===== src/rtl/bus_pkg.sv =====
// Shared definitions for the system-bus arbiter: bus widths, response codes,
// arbiter FSM states and a burst-length helper.
// No ports; imported by bus_master_arbiter and its sub-modules.
package bus_pkg;

    localparam int AW  = 30;        // word address width
    localparam int DW  = 32;        // data width
    localparam int BEW = DW / 8;    // byte-enable width
    localparam int BCW = 5;         // burstcount width

    typedef enum logic [1:0] {
        OKAY      = 2'b00,
        SLVERR    = 2'b10,
        DECODEERR = 2'b11
    } resp_t;

    typedef enum logic [1:0] {
        IDLE,
        CMD,
        RESP,
        REPORT
    } arb_state_t;

    // A burstcount of zero is issued as a single beat.
    function automatic logic [BCW-1:0] norm_burst(input logic [BCW-1:0] bc);
        return (bc == '0) ? BCW'(1) : bc;
    endfunction

endpackage


===== src/rtl/bus_master_arbiter_rr_pick.sv =====
// Round-robin requester picker: first set bit of i_req scanning upward from
// i_last+1 (mod NM), wrapping so that i_last itself is considered last.
// Ports: i_req (request vector), i_last (previous grant) -> o_valid, o_idx.
module rr_pick #(
    parameter int NM = 3,
    parameter int LW = (NM > 1) ? $clog2(NM) : 1
) (
    input  logic [NM-1:0] i_req,
    input  logic [LW-1:0] i_last,
    output logic          o_valid,
    output logic [LW-1:0] o_idx
);

    int w_cand;

    // Scan from the farthest candidate to the nearest; the last hit wins,
    // which is the requester closest after i_last.
    always_comb begin
        o_valid = 1'b0;
        o_idx   = '0;
        w_cand  = 0;
        for (int off = NM; off >= 1; off--) begin
            w_cand = (int'(i_last) + off) % NM;
            if (i_req[LW'(w_cand)]) begin
                o_valid = 1'b1;
                o_idx   = LW'(w_cand);
            end
        end
    end

endmodule


===== src/rtl/bus_master_arbiter.sv =====
// Round-robin Avalon-MM arbiter for NUM_MASTERS masters onto one system bus,
// with a per-transaction watchdog and bad-address reporting.
// Ports: m_* (per-master Avalon-MM slave side, packed by master index),
//        bus_*/s_* (shared Avalon-MM master side), badAddr/badAddrValid/badAddrAck
//        (interrupt controller capture handshake), clk, rst_n (sync, active-low).
// Latency: a command reaches the bus one cycle after it is first seen; one IDLE
// bubble separates transactions. Non-granted masters are held in waitrequest.
module bus_master_arbiter
    import bus_pkg::*;
#(
    parameter int NUM_MASTERS    = 3,
    parameter int TIMEOUT_CYCLES = 255
) (
    input  logic                         clk,
    input  logic                         rst_n,
    input  logic [NUM_MASTERS*AW-1:0]    m_address,
    input  logic [NUM_MASTERS*DW-1:0]    m_writedata,
    input  logic [NUM_MASTERS*BEW-1:0]   m_byteenable,
    input  logic [NUM_MASTERS*BCW-1:0]   m_burstcount,
    input  logic [NUM_MASTERS-1:0]       m_read,
    input  logic [NUM_MASTERS-1:0]       m_write,
    output logic [NUM_MASTERS-1:0]       m_waitrequest,
    output logic [DW-1:0]                m_readdata,
    output logic [NUM_MASTERS-1:0]       m_readdatavalid,
    output logic [NUM_MASTERS-1:0]       m_writeresponsevalid,
    output logic [1:0]                   m_response,
    output logic [AW-1:0]                bus_address,
    output logic [DW-1:0]                bus_writedata,
    output logic [BEW-1:0]               bus_byteenable,
    output logic [BCW-1:0]               bus_burstcount,
    output logic                         bus_read,
    output logic                         bus_write,
    input  logic                         s_waitrequest,
    input  logic [DW-1:0]                s_readdata,
    input  logic                         s_readdatavalid,
    input  logic                         s_writeresponsevalid,
    input  logic [1:0]                   s_response,
    output logic [31:0]                  badAddr,
    output logic                         badAddrValid,
    input  logic                         badAddrAck
);

    localparam int              GW         = (NUM_MASTERS > 1) ? $clog2(NUM_MASTERS) : 1;
    localparam logic [7:0]      TO_LIMIT   = 8'(TIMEOUT_CYCLES);
    localparam logic [GW-1:0]   LAST_RESET = GW'(NUM_MASTERS - 1);

    arb_state_t        r_state;
    arb_state_t        w_state_nxt;
    logic [GW-1:0]     r_grant;
    logic [GW-1:0]     r_last_grant;
    logic [AW-1:0]     r_addr;
    logic [BCW-1:0]    r_burst;
    logic [BCW-1:0]    r_beats_left;
    logic              r_is_write;
    logic [7:0]        r_timer;

    logic [NUM_MASTERS-1:0] w_req;
    logic                   w_pick_vld;
    logic [GW-1:0]          w_pick_idx;
    logic [AW-1:0]          w_p_addr;
    logic [BCW-1:0]         w_p_burst;
    logic                   w_p_read;
    logic [DW-1:0]          w_g_wdata;
    logic [BEW-1:0]         w_g_be;
    logic                   w_g_write;
    logic                   w_timeout;
    logic                   w_cmd_acc;
    logic                   w_resp_beat;
    logic                   w_last_beat;

    assign w_req = m_read | m_write;

    rr_pick #(
        .NM (NUM_MASTERS),
        .LW (GW)
    ) u_pick (
        .i_req   (w_req),
        .i_last  (r_last_grant),
        .o_valid (w_pick_vld),
        .o_idx   (w_pick_idx)
    );

    // Fields of the master being picked (IDLE) and of the granted master (CMD).
    assign w_p_addr  = m_address[int'(w_pick_idx) * AW +: AW];
    assign w_p_burst = m_burstcount[int'(w_pick_idx) * BCW +: BCW];
    assign w_p_read  = m_read[w_pick_idx];
    assign w_g_wdata = m_writedata[int'(r_grant) * DW +: DW];
    assign w_g_be    = m_byteenable[int'(r_grant) * BEW +: BEW];
    assign w_g_write = m_write[r_grant];

    assign w_timeout   = ((r_state == CMD) || (r_state == RESP)) && (r_timer == TO_LIMIT);
    // A write beat only counts when the master is actually presenting one;
    // masters may idle between beats of a write burst.
    assign w_cmd_acc   = (r_state == CMD) && !w_timeout && !s_waitrequest &&
                         (r_is_write ? w_g_write : 1'b1);
    assign w_resp_beat = (r_state == RESP) && !w_timeout &&
                         (r_is_write ? s_writeresponsevalid : s_readdatavalid);
    assign w_last_beat = (r_beats_left == BCW'(1));

    always_ff @(posedge clk) begin
        if (!rst_n) begin
            r_state      <= IDLE;
            r_grant      <= '0;
            r_last_grant <= LAST_RESET;
            r_addr       <= '0;
            r_burst      <= '0;
            r_beats_left <= '0;
            r_is_write   <= 1'b0;
            r_timer      <= '0;
        end else begin
            r_state <= w_state_nxt;
            case (r_state)
                IDLE: begin
                    if (w_pick_vld) begin
                        r_grant      <= w_pick_idx;
                        r_last_grant <= w_pick_idx;
                        r_addr       <= w_p_addr;
                        r_burst      <= norm_burst(w_p_burst);
                        r_beats_left <= norm_burst(w_p_burst);
                        // Read wins when both strobes are high.
                        r_is_write   <= !w_p_read;
                        r_timer      <= '0;
                    end
                end
                CMD, RESP: begin
                    if (w_cmd_acc || w_resp_beat) begin
                        r_timer <= '0;
                    end else if (!w_timeout) begin
                        r_timer <= r_timer + 8'd1;
                    end
                    // Writes count down beats in CMD, reads count down in RESP.
                    if ((w_cmd_acc && r_is_write) || (w_resp_beat && !r_is_write)) begin
                        r_beats_left <= r_beats_left - BCW'(1);
                    end
                end
                default: ;
            endcase
        end
    end

    always_comb begin
        w_state_nxt          = r_state;
        m_waitrequest        = '1;
        m_readdatavalid      = '0;
        m_writeresponsevalid = '0;
        m_readdata           = '0;
        m_response           = OKAY;
        bus_address          = '0;
        bus_writedata        = '0;
        bus_byteenable       = '0;
        bus_burstcount       = '0;
        bus_read             = 1'b0;
        bus_write            = 1'b0;
        badAddr              = '0;
        badAddrValid         = 1'b0;

        case (r_state)
            IDLE: begin
                if (w_pick_vld) begin
                    w_state_nxt = CMD;
                end
            end

            CMD, RESP: begin
                if (w_timeout) begin
                    // Abort: strobes stay low, the master gets one synthetic
                    // error beat with zero data.
                    m_response = DECODEERR;
                    if (r_is_write) begin
                        m_writeresponsevalid[r_grant] = 1'b1;
                    end else begin
                        m_readdatavalid[r_grant] = 1'b1;
                    end
                    w_state_nxt = REPORT;
                end else if (r_state == CMD) begin
                    bus_address    = r_addr;
                    bus_burstcount = r_burst;
                    bus_byteenable = w_g_be;
                    if (r_is_write) begin
                        bus_write     = w_g_write;
                        bus_writedata = w_g_wdata;
                    end else begin
                        bus_read = 1'b1;
                    end
                    m_waitrequest[r_grant] = s_waitrequest;
                    if (w_cmd_acc && (!r_is_write || w_last_beat)) begin
                        w_state_nxt = RESP;
                    end
                end else begin
                    m_readdata = s_readdata;
                    m_response = s_response;
                    if (r_is_write) begin
                        m_writeresponsevalid[r_grant] = s_writeresponsevalid;
                    end else begin
                        m_readdatavalid[r_grant] = s_readdatavalid;
                    end
                    if (w_resp_beat && (r_is_write || w_last_beat)) begin
                        w_state_nxt = (s_response != OKAY) ? REPORT : IDLE;
                    end
                end
            end

            REPORT: begin
                badAddr      = {r_addr, 2'b00};
                badAddrValid = 1'b1;
                if (badAddrAck) begin
                    w_state_nxt = IDLE;
                end
            end

            default: begin
                w_state_nxt = IDLE;
            end
        endcase
    end

endmodule


===== config.mk =====
export PLATFORM = sky130hd
export DESIGN_NAME = bus_master_arbiter
export DESIGN_NICKNAME = d
export VERILOG_FILES = /design/src/rtl/bus_pkg.sv /design/src/rtl/bus_master_arbiter_rr_pick.sv /design/src/rtl/bus_master_arbiter.sv
export SDC_FILE = /design/constraint.sdc
export NUM_CORES = 1
export LEC_CHECK = 0
export BUFFER_PORTS_ARGS = -buffer_cell sky130_fd_sc_hd__buf_4
export CAP_MARGIN = 40
export CORE_AREA = 2 2 157 159
export DETAILED_ROUTE_END_ITERATION = 16
export DIE_AREA = 0 0 159 161
export GPL_TIMING_DRIVEN = 0
export PLACE_DENSITY = 0.47
export SYNTH_ARGS = -nofsm -noshare
export SYNTH_HDL_FRONTEND = slang
export SYNTH_SLANG_ARGS = --single-unit

===== constraint.sdc =====
create_clock -name clk -period 5.3 [get_ports clk]
set_input_delay 0.53 -clock clk [delete_from_list [all_inputs] [get_ports clk]]
set_output_delay 0.53 -clock clk [all_outputs]
set_load 0.02 [all_outputs]

* Yosys cells after proc, flatten, opt, wreduce, memory -nomap -nowiden *
Cells that the tools add are included.
W data, S select, Z words.

word-level totals
  flip-flop bits (word level) = 55
  input port bits = 259
  logic and storage cells = 154

operators by class
  eq/ne operators = 11
  bitwise gates (word level) = 5
  shifts and indexed selects = 4
  div/mod/pow operators = 3
  $add $sub $neg = 5
  reduce and logical (&&, ||, !) cells = 29
  magnitude comparators = 6
  mux-type cells = 81
  multipliers = 2

operators with widths
  cell                     count
  $mux W32                 8
  $mod A32 B3 Y32 const B  3
  $shiftx A96 B8 Y32       1
  $mux W30                 3
  $shiftx A90 B8 Y30       1
  $mux W3                  13
  $mux W5                  6
  $mux W2                  13
  $mux W8                  3
  $mux W1                  23
  $pmux W8 S2              1
  $shiftx A15 B6 Y5        1
  $lt A2 B4 Y1 const B     3
  $mux W4                  3
  $shiftx A12 B5 Y4        1
  $logic_and A1 B1 Y1      11
  $bmux W1 S2              5
  $pmux W5 S2              1
  $add A8 B1 Y8 const B    1
  $eq A8 B8 Y1 const B     1
  $ne A4 B4 Y1 const B     2
  $add A2 B2 Y3 const B    2
  $and A3 B3 Y3            2
  $lt A2 B3 Y1 const B     2
  other kinds (24)         36

* Depth between registers and ports, before layout *
  word-level depth = 14
  gate-level depth with buffers = 12
  gate-level depth less buffers = 9

* Hierarchy *
Synthesis repeated with hierarchy kept, for this count alone.

unflattened totals
  cell total of the unflattened synthesis = 728
  area, all modules = 5123.7 sq um

modules (own cells, without submodules)
  module              cells each  sequential area each (sq um)  times used  area an instance (sq um)
  bus_master_arbiter  692         1081.0                        1           4878.4
  rr_pick             36          0.0                           1           245.2

* Worst setup path after synthesis *
Ideal clock, no wire load.

  path type = register -> register
  from = register r_grant[0]
  to = register r_beats_left[0]
  clock period less this slack = 2.579 ns
  path slack = 2.721 ns
  stages on the path, launching flop included = 11
  library setup time = 0.115 ns
  arrival time = 2.464 ns
  required time = 5.185 ns
  path through = dfxtp_1 -> clkbuf_1 -> inv_1 -> ha_1 -> or2_1 -> o2111ai_4 -> mux2_2 -> mux2_4 -> a41oi_2 -> nor3_1 -> o21a_1

on the way
  longest elaborated chain between the ends = 8

ends and longest elaborated chain
  what                           line                       RTL
  from (decl)                    bus_master_arbiter.sv:49   logic [GW-1:0] r_grant;
  from (signal assigned)         bus_master_arbiter.sv:115  r_grant <= w_pick_idx;
  $bmux W1 S2                    bus_master_arbiter.sv:89   assign w_g_write = m_write[r_grant];
  $mux W1 (implied by the code)  bus_master_arbiter.sv:89
  $mux W1                        bus_master_arbiter.sv:95   (r_is_write ? w_g_write : 1'b1);
  $logic_and A1 B1 Y1            bus_master_arbiter.sv:94   assign w_cmd_acc = (r_state == CMD) && !w_timeout && !s_waitrequest &&
  $logic_and A1 B1 Y1            bus_master_arbiter.sv:132  if ((w_cmd_acc && r_is_write) || (w_resp_beat && !r_is_write)) begin
  $logic_or A1 B1 Y1             bus_master_arbiter.sv:132
  $ne A2 B2 Y1 (no line)         --
  $reduce_and A3 Y1 (no line)    --
  to (signal assigned)           bus_master_arbiter.sv:119  r_beats_left <= norm_burst(w_p_burst);
  to (signal assigned)           bus_master_arbiter.sv:133  r_beats_left <= r_beats_left - BCW'(1);
  to (decl)                      bus_master_arbiter.sv:53   logic [BCW-1:0] r_beats_left;

Every way passes these cells. The select of a mux whose other input is x is not followed.
A chain may end at the register's enable or synchronous reset.

* Worst setup path after layout *
  from = register r_state[1]
  to = output port bus_writedata[7]

on the way
  longest elaborated chain between the ends = 5
  elaborated cells between the ends (all ways) = 8
  those cells by class = eq/ne (2); mux (3); reduce/logical (3)

ends and longest elaborated chain
  what                                                 line                                                                            RTL
  from (decl)                                          bus_master_arbiter.sv:47                                                        arb_state_t r_state;
  from (signal assigned)                               bus_master_arbiter.sv:111                                                       r_state <= w_state_nxt;
  $eq A2 B1 Y1 / $eq A2 B2 Y1 (equally long branches)  bus_master_arbiter.sv:91, bus_master_arbiter.sv:157, bus_master_arbiter.sv:175
  $logic_or A1 B1 Y1                                   bus_master_arbiter.sv:91                                                        assign w_timeout = ((r_state == CMD) || (r_state == RESP)) && (r_timer == TO_LIMIT);
  $logic_and A1 B1 Y1                                  bus_master_arbiter.sv:91
  $mux W32                                             bus_master_arbiter.sv:165                                                       if (w_timeout) begin
  $mux W32 *                                           bus_master_arbiter.sv:157                                                       case (r_state)
  to (decl)                                            bus_master_arbiter.sv:28                                                        output logic [DW-1:0] bus_writedata,

Mark *: on every way between the ends. The rest lies on a longest branch, timed or not.

==> summary.md <==
| Metric | Value |
|---|---|
| Outcome | `complete, no violations` |
| Max Fclk | `0.306 GHz` |
| Tmin final | `3270 ps` |
| Syn avg cell area | `7.19 um^2` |
| Total iterations of the first detailed-routing run | `4` |
| Fill count | `2,622` |
| Seq/Total Area, Yosys | `0.217` |
| Worst Setup End Kind | `output pin` |
| Die area | `0.0256 mm^2` |
| Placement Setup Slack | `2070 ps` |
| Hold WS | `481 ps` |
| Iter 0 DRT Violations | `299` |
| Crit Path Class | `flop to output pin` |
| Grt total ovfl | `0` |
| Yosys reg bits | `54` |
| CP Launch Type | `flop` |
| Post-CTS Setup Bufs | `0` |
| Actual slew at the worst max-slew pin | `809 ps` |
| Clock Path Buffers | `2` |
| GP Congestion | `0.860` |
| Final setup violation count | `0` |
| Min-Delay Path Class | `flop to flop` |
| HPWL after detailed placement | `22.2 mm` |
| Vias in the first global route | `6,554` |
| Critical Path RT | `4770 ps` |
| Most frequent cells in the layout | `408 x buf_4, 150 x nor2_1, 98 x and2_1` |
| Layout cells sized above 1 | `0.405` |
| Hold buffers post-CTS | `0` |
| GRT Total Usage | `0.198` |
| Root Buffer | `clkbuf_16` |
| Clock transition at path regs | `70 ps` |
| Fin crit share | `0.616` |
| Synth unique cells | `55` |
| Peak supply drop | `0.000330 V` |
| Cts bufs inserted | `5` |
| Worst Skew | `7.04 ps` |
| First-pass GRT wire length | `39.1 mm` |
| Initial antenna violation count | `3` |
| Final Core Density | `0.359` |
| Static leakage | `4.17 nW` |
| Post-Syn Area | `0.00499 mm^2` |
| Worst Path Arrival | `2740 ps` |
| Maxcap violations | `0` |
| Post-CTS sizing | `0` |
| Leading cell type in the layout, fill and taps excluded | `buf_4` |
| Syn Inst Count | `694` |
| # DRC | `0` |
| # IOs | `408` |
| Worst-skew pair later-pin latency | `300 ps` |
| Power density over cell area | `429 mW/mm^2` |
| Largest net degree at the start of global routing | `16` |
| Port-buffer cells | `405` |
| Final hold vios | `0` |
| Cell Rows | `57` |
| Register area | `0.00108 mm^2` |
| Final WS setup | `2030 ps` |
| Critical path peak fanout | `10` |
| Initial Utilization | `0.208` |
| Setup TNS | `0 ps` |
| Die Width | `159 um` |
| Area grow syn2layout | `72.5%` |
| Synth warn | `0` |
| Drt wl/cell | `18.3 um` |
| Post-synth EDFFs | `0` |
| CTS tree | `yes` |
| Layout Nets | `1,378` |
| RSZ-0062 raised after global routing | `no` |
| Die span in y | `161 um` |
| Core area | `0.0240 mm^2` |
| Top_reg_cell synth | `dfxtp_1` |
| H-tree depth | `2` |
| Synth async-reset ratio | `0` |
| Vias post-DR | `6,316` |
| Drt via density | `4.40` |
| Footprint of the multi-input gates | `0.00360 mm^2` |
| Slew Limit Fails | `0` |
| Routed WL | `26.3 mm` |
| Relative slew margins | `0.461` |
| Detail Route Antenna Nets | `0` |
| Clk sinks | `54` |
cell families after synthesis:
logic type | count (synthesis) | synth area share
other | 1 | 0.000751
xor gates and xnor gates | 7 | 0.0123
DFF | 54 | 0.217
AOI/OAI and AO/OA | 145 | 0.181
adders and majority gates | 10 | 0.0251
and+or+nand+nor | 328 | 0.332
buffers and inverters | 67 | 0.0624
muxes | 82 | 0.169
layer usage:
layer,vias to the layer above,wire [um],part of all wire,track usage
li1,3185,-,-,-
met1,2824,10700,0.41,0.227
met2,283,13300,0.51,0.370
met3,24,1710,0.065,0.0416
met4,0,559,0.021,0.0562
met5,-,0,0,0
final timing paths:
| check | start | end | slack [ps] | cells after the start |
|---|---|---|---|---|
| worst max-delay path | r_state[1]$_SDFFE_PN0P_ | bus_writedata[7] | 2030 | 9 |
| worst min-delay path | r_burst[3]$_SDFFE_PN0P_ | r_burst[3]$_SDFFE_PN0P_ | 480 | 2 |
| worst max register to register | r_grant[0]$_SDFFE_PN0P_ | r_addr[29]$_SDFFE_PN0P_ | 2140 | 10 |
| worst min register to register | r_burst[3]$_SDFFE_PN0P_ | r_burst[3]$_SDFFE_PN0P_ | 480 | 2 |
critical path: stages (launching register included):
cell	delay [ps]
dfxtp_1	350
inv_1	110
ha_1	260
inv_1	150
nor3_2	460
buf_4	240
nand2_1	200
clkbuf_1	300
nor2_1	190
buf_4	160
cell type report:
class	count	share of cell area
flip-flops and latches	54	0.126
clock inverters	1	0.000581
plain buffers	56	0.0314
repair buffers	407	0.355
clock buffers	7	0.0166
multi-input cells	574	0.418
diodes	3	0.000872
inverters	11	0.00480
well taps	324	0.0471
Yosys cell counts, types with 2 or more instances:
cell | number | area share
nor4_1 | 3 | 0.0038
nor2b_1 | 22 | 0.028
nand3_1 | 3 | 0.0030
buf_4 | 2 | 0.0030
a21oi_1 | 80 | 0.080
a211oi_1 | 34 | 0.051
buf_6 | 2 | 0.0045
clkbuf_1 | 33 | 0.025
o21a_1 | 4 | 0.0060
xor2_1 | 6 | 0.011
mux2i_2 | 3 | 0.0083
or2_1 | 2 | 0.0025
nand2b_1 | 8 | 0.010
a21o_1 | 2 | 0.0030
nor2_1 | 150 | 0.11
nand4_1 | 3 | 0.0038
inv_1 | 11 | 0.0083
o21ai_0 | 10 | 0.010
dfxtp_1 | 54 | 0.22
buf_1 | 5 | 0.0038
and2_1 | 98 | 0.12
o21bai_1 | 2 | 0.0030
mux2_2 | 5 | 0.011
or3_1 | 5 | 0.0063
nor3_1 | 8 | 0.0080
buf_8 | 2 | 0.0060
and3_1 | 4 | 0.0050
ha_1 | 10 | 0.025
buf_2 | 12 | 0.012
nand2_1 | 12 | 0.0090
mux2i_1 | 73 | 0.15
a22oi_1 | 2 | 0.0030
o211ai_1 | 2 | 0.0030
registers in the layout, summed over array words and instances, names as in the netlist:
signal        flops
r_addr           30
r_last_grant      1
r_is_write        1
r_burst           5
r_timer           8
r_grant           2
r_beats_left      5
r_state           2
report_power, final:
| part | internal [mW] | total, mW | leakage [nW] | switching [mW] |
|---|---|---|---|---|
| Sequential | 0.571 | 0.681 | 0.445 | 0.110 |
| Combinational | 1.10 | 2.67 | 3.65 | 1.57 |
| Clock | 0.188 | 0.348 | 0.0739 | 0.159 |
| Total | 1.86 | 3.69 | 4.17 | 1.84 |
per-stage QoR:
step,cells,area (um^2),total power [mW]
after floorplan,695,4990,2.41
after global placement,1424,8440,3.38
after detailed placement,1426,8450,3.39
after CTS,1434,8600,3.75
after global routing,1437,8610,4.00
final,1437,8610,3.69
Power figures use the tool's default switching activity.
